===== src/rtl/parking_gate_arbiter.sv =====
// Purpose: single-gate car park arbiter; serves entry/exit requests and tracks occupancy.
// Latency: request sampled N -> gate open N+1; pass at M -> count/close M+1, next grant M+3.
// Backpressure: requests are level-held; ineligible ones (full/empty) simply wait, never queued.
module parking_gate_arbiter #(
    parameter int unsigned CAPACITY  = 8,
    parameter int unsigned OPEN_TIME = 5
) (
    input  logic       clk_1Hz,
    input  logic       reset,
    input  logic       entry_req,
    input  logic       exit_req,
    input  logic       pass,
    output logic       gate_open,
    output logic       entry_grant,
    output logic       exit_grant,
    output logic [3:0] count,
    output logic       full_signal,
    output logic       empty_signal,
    output logic       timeout
);

    localparam int TW = (OPEN_TIME > 2) ? $clog2(OPEN_TIME) : 1;
    localparam logic [TW-1:0] TIMER_LAST = TW'(OPEN_TIME - 1);
    localparam logic [3:0]    CAP        = 4'(CAPACITY);

    typedef enum logic [1:0] {
        IDLE       = 2'd0,
        ENTRY_OPEN = 2'd1,
        EXIT_OPEN  = 2'd2,
        HOLDOFF    = 2'd3
    } state_t;

    typedef enum logic {
        DIR_ENTRY = 1'b0,
        DIR_EXIT  = 1'b1
    } dir_t;

    state_t          state_q;
    state_t          state_d;
    logic [3:0]      count_d;
    logic [TW-1:0]   timer_q;
    logic [TW-1:0]   timer_d;
    dir_t            last_q;
    dir_t            last_d;
    logic            entry_grant_d;
    logic            exit_grant_d;
    logic            timeout_d;
    logic            entry_ok;
    logic            exit_ok;

    assign entry_ok = entry_req && (count < CAP);
    assign exit_ok  = exit_req && (count != 4'd0);

    always_comb begin
        state_d       = state_q;
        count_d       = count;
        timer_d       = timer_q;
        last_d        = last_q;
        entry_grant_d = 1'b0;
        exit_grant_d  = 1'b0;
        timeout_d     = 1'b0;

        case (state_q)
            IDLE: begin
                timer_d = '0;
                // On a tie, the direction not served last time wins.
                if (entry_ok && (!exit_ok || (last_q == DIR_EXIT))) begin
                    state_d       = ENTRY_OPEN;
                    entry_grant_d = 1'b1;
                    last_d        = DIR_ENTRY;
                end else if (exit_ok) begin
                    state_d      = EXIT_OPEN;
                    exit_grant_d = 1'b1;
                    last_d       = DIR_EXIT;
                end
            end

            ENTRY_OPEN, EXIT_OPEN: begin
                // A pass on the last open cycle still counts; it beats the timeout.
                if (pass) begin
                    state_d = HOLDOFF;
                    timer_d = '0;
                    if (state_q == ENTRY_OPEN) begin
                        if (count < CAP) begin
                            count_d = count + 4'd1;
                        end
                    end else begin
                        if (count != 4'd0) begin
                            count_d = count - 4'd1;
                        end
                    end
                end else if (timer_q == TIMER_LAST) begin
                    state_d   = HOLDOFF;
                    timer_d   = '0;
                    timeout_d = 1'b1;
                end else begin
                    timer_d = timer_q + 1'b1;
                end
            end

            HOLDOFF: begin
                state_d = IDLE;
                timer_d = '0;
            end

            default: begin
                state_d = IDLE;
                timer_d = '0;
            end
        endcase
    end

    always_ff @(posedge clk_1Hz) begin
        if (reset) begin
            state_q     <= IDLE;
            count       <= 4'd0;
            timer_q     <= '0;
            last_q      <= DIR_EXIT;
            entry_grant <= 1'b0;
            exit_grant  <= 1'b0;
            timeout     <= 1'b0;
        end else begin
            state_q     <= state_d;
            count       <= count_d;
            timer_q     <= timer_d;
            last_q      <= last_d;
            entry_grant <= entry_grant_d;
            exit_grant  <= exit_grant_d;
            timeout     <= timeout_d;
        end
    end

    assign gate_open    = (state_q == ENTRY_OPEN) || (state_q == EXIT_OPEN);
    assign full_signal  = (count == CAP);
    assign empty_signal = (count == 4'd0);

endmodule


===== config.mk =====
export PLATFORM = sky130hd
export DESIGN_NAME = parking_gate_arbiter
export DESIGN_NICKNAME = d
export VERILOG_FILES = /design/src/rtl/parking_gate_arbiter.sv
export SDC_FILE = /design/constraint.sdc
export NUM_CORES = 1
export LEC_CHECK = 0
export CAP_MARGIN = 25
export CORE_MARGIN = 10
export CORE_UTILIZATION = 40
export DETAILED_ROUTE_END_ITERATION = 10
export PLACE_DENSITY_LB_ADDON = 0.12
export REMOVE_ABC_BUFFERS = 1
export SLEW_MARGIN = 20
export SYNTH_ARGS = -nofsm -noshare
export SYNTH_HDL_FRONTEND = slang
export SYNTH_SLANG_ARGS = --single-unit

===== constraint.sdc =====
create_clock -name clk_1Hz -period 4.3 [get_ports clk_1Hz]
set_clock_uncertainty 0.05 [all_clocks]
set_input_delay 0.86 -clock clk_1Hz [delete_from_list [all_inputs] [get_ports clk_1Hz]]
set_output_delay 0.86 -clock clk_1Hz [all_outputs]
set_load 0.02 [all_outputs]

==> results.yml, run 1 <==
status:
  status: "finished, final reports clean"
clock_tree:
  ctsResizeCount: 0
  cts_hold_buf: 0
  clkTransAtPathRegs_ns: 0.09
  cts_buffers: 3
  clkLatencyLatePin_ns: 0.28
  cts_tree: "done"
  cts-htree-levels: 1
  post-cts-setup-buffers: 0
  clk_path_buf_depth: 2
  cts_root_buffer: "clkbuf_4"
  clock_sinks: 13
sta:
  grt_setup_unrepaired: "false"
  fin_setup_tns_ns: 0
  fmax_mhz: 370
  slew_headroom_pct: 73.5
  post-route-period-util_pct: 62.8
  slew_viol_final: 0
  hold_violations: 0
  setup_violations: 0
  period_needed_ns: 2.70
  worstMarginPinSlew_ns: 0.397
placement:
  port_buffers: 14
  dp_hpwl_mm: 1.17
  gp_congestion: 0.731
  placedCellCount: 112
global_route:
  grt_pass1_wl_mm: 2.57
  grt_start_max_net_pins: 11
  grtUsageTotal_pct: 7.83
  gr-total-overflow: 0
  antenna_found_initial: 0
  grt_pass1_vias: 571
finish:
  drive_above_1_share_pct: 14.3
  area_delta_synth_final_pct: 26.0
  final_common_cell: "clkdlybuf4s50_1"
  layout.cells.non_filler: 116
  n_antenna_cell: 0
  nNetsFinal: 106
  layout_common_cells: "clkdlybuf4s50_1, dfxtp_1, ha_1"
critical_path:
  slowest_delay_ns: 0.65
  critPathLaunchType: "flip-flop"
  cp.required_ns: 3.39
  r2r_start: "state_q[1]$_SDFFE_PP0P_"
  critPathLaunch: "state_q[0]$_SDFFE_PP0P_"
  cp_cell_sequence: "inv_1 > ha_1 > clkdlybuf4s50_1"
  slowest_stage: "clkdlybuf4s50_1"
  setup.worst_path.class: "reg -> out"
  critPathArrivalTime_ns: 1.79
  crit_path_end_kind: "output port"
  cp_max_fo: 7
routing:
  viasPerCell: 5.00
  drt-initial-drc-count: 3
  finalWirelength_mm: 1.50
  drcViolationCount: 0
  num_vias: 580
  first_pass_iters: 4
  ant_nets: 0
  wl_per_cell_um: 12.9
logic_synthesis:
  synthXorXnorAreaFrac_pct: 3.52
  ys_ff_latch: 13
  avgSynthCellArea_um2: 10.1
  synth_compound_area_share_pct: 18.5
  yosys_warnings: 0
  synth_adder_area_share_pct: 16.1
  synth_area_um2: 746
  synthSimpleGateAreaFrac_pct: 19.5
  synth_cells: 74
  synth_edf_count: 0
  synth_top_family_by_area: "simple AND/OR/NAND/NOR gates"
  ys.flop_type: "dfxtp_1"
  synth_cell_types: 35
  yosysSeqAreaShare_pct: 34.9
  async_flop_share_pct: 0
  synthMuxAreaShare_pct: 4.03
power:
  p_leak_nw: 0.372
  vdd.ir_drop.worst_mv: 0.357
  powerDensity_mw_per_mm2: 639
worst_hold_path:
  hp-class: "reg -> reg"
  min_from: "timer_q[0]$_SDFF_PP0_"
floorplan:
  die_h_um: 63.2
  start_util_pct: 42.7
  die_w_um: 63.2
  core-area_mm2: 0.00175
  pin_count: 15
  rows: 15
  die_area_mm2: 0.00399
run:
  cap_violations: 0
[metal layers]
metal	vias up	GRT usage (%)	wire length [µm]
met1	264	8.86	719
met5	-	0	0
met2	13	11.9	658
li1	301	-	-
met3	2	4.77	102
met4	0	2.46	18
[worst max-delay path: cells and delay by family (launching register included)]
family / cells / cell delay (ns)
adders and majority gates: 1 / 0.40
buffers and inverters: 2 / 0.73
DFF: 1 / 0.38
[state kept, by name, indices dropped and copies added (netlist names)]
name / flops
count: 4
timer_q: 3
state_q: 2
entry_grant: 1
exit_grant: 1
last_q: 1
timeout: 1
[synthesized netlist by cell type, types with 2 or more instances]
cell     count  area (µm²)
ha_1         8         100
inv_1        6        22.5
mux2i_1      3        30.0
nor3_1       2        10.0
dfxtp_1     13         260
nand2_1      5        18.8
nor2_1       5        18.8
a21oi_1      3        15.0
xor2_1       2        17.5
nor4b_1      2        17.5
[report_power, final]
| part | internal, mW | switching (mW) | leakage, nW |
|---|---|---|---|
| Clock | 0.0359 | 0.0399 | 0.0150 |
| Sequential | 0.148 | 0.0425 | 0.106 |
| Combinational | 0.159 | 0.175 | 0.251 |
[final cells by class]
class / count / area, µm²
Clock buffer: 4 / 26.3
Multi-Input combinational cell: 54 / 459
Tap cell: 25 / 31.3
Timing Repair Buffer: 14 / 140
Sequential cell: 13 / 260
Inverter: 6 / 22.5
Fill cell: 163 / 806
[cell families (layout without fill, tap and decap cells)]
group | count (synthesis) | in the layout
adders and majority gates | 9 | 9
xor gates and xnor gates | 3 | 3
buffers and inverters | 7 | 24
DFF | 13 | 13
muxes | 3 | 3
and+or+nand+nor | 25 | 25
AOI/OAI and AO/OA | 14 | 14
[per-stage QoR]
step	power, mW	cell area, µm²	setup slack (ns)	hold slack [ns]	util [%]
after global routing	0.651	940	1.49	0.428	53.8
after global placement	0.528	913	1.91	0.383	52.3
after detailed placement	0.528	913	1.89	0.396	52.3
after floorplan	0.419	742	2.03	0.367	-
final	0.601	940	1.60	0.405	53.8
after CTS	0.609	940	1.58	0.407	53.8
[final timing paths]
| path | end | slack, ns | depth (start not counted) |
|---|---|---|---|
| min | timer_q[0]$_SDFF_PP0_ | 0.40 | 1 |
| min reg2reg | timer_q[0]$_SDFF_PP0_ | 0.40 | 1 |
| max | gate_open | 1.60 | 3 |
| max reg2reg | count[3]$_SDFFE_PP0P_ | 2.42 | 8 |
Note: power is estimated with default switching activity, not from simulation.
==> inputs of run 2 (changes only) <==
clock period = 2.7 ns   (was 4.3 ns; I/O delays follow)
==> results of run 2 <==
Same layout as run 1 (identical final DEF). Status: finished, final reports clean.
Among the figures that moved: setup slack after placement 1.89 ns -> 0.612 ns; setup slack after layout 1.60 ns -> 0.320 ns; register-to-register setup slack 2.42 ns -> 0.82 ns; total power 0.601 mW -> 0.957 mW; worst IR drop on VDD 0.357 mV -> 0.569 mV
==> inputs of run 3 (changes only) <==
CTS_CLUSTER_DIAMETER = 120   (was unset)
==> results of run 3 <==
Same layout as run 1 (identical final DEF). Status: finished, final reports clean.
Among the figures that moved: setup slack after placement 1.89 ns -> 0.612 ns; setup slack after layout 1.60 ns -> 0.320 ns; register-to-register setup slack 2.42 ns -> 0.82 ns; total power 0.601 mW -> 0.957 mW; worst IR drop on VDD 0.357 mV -> 0.569 mV
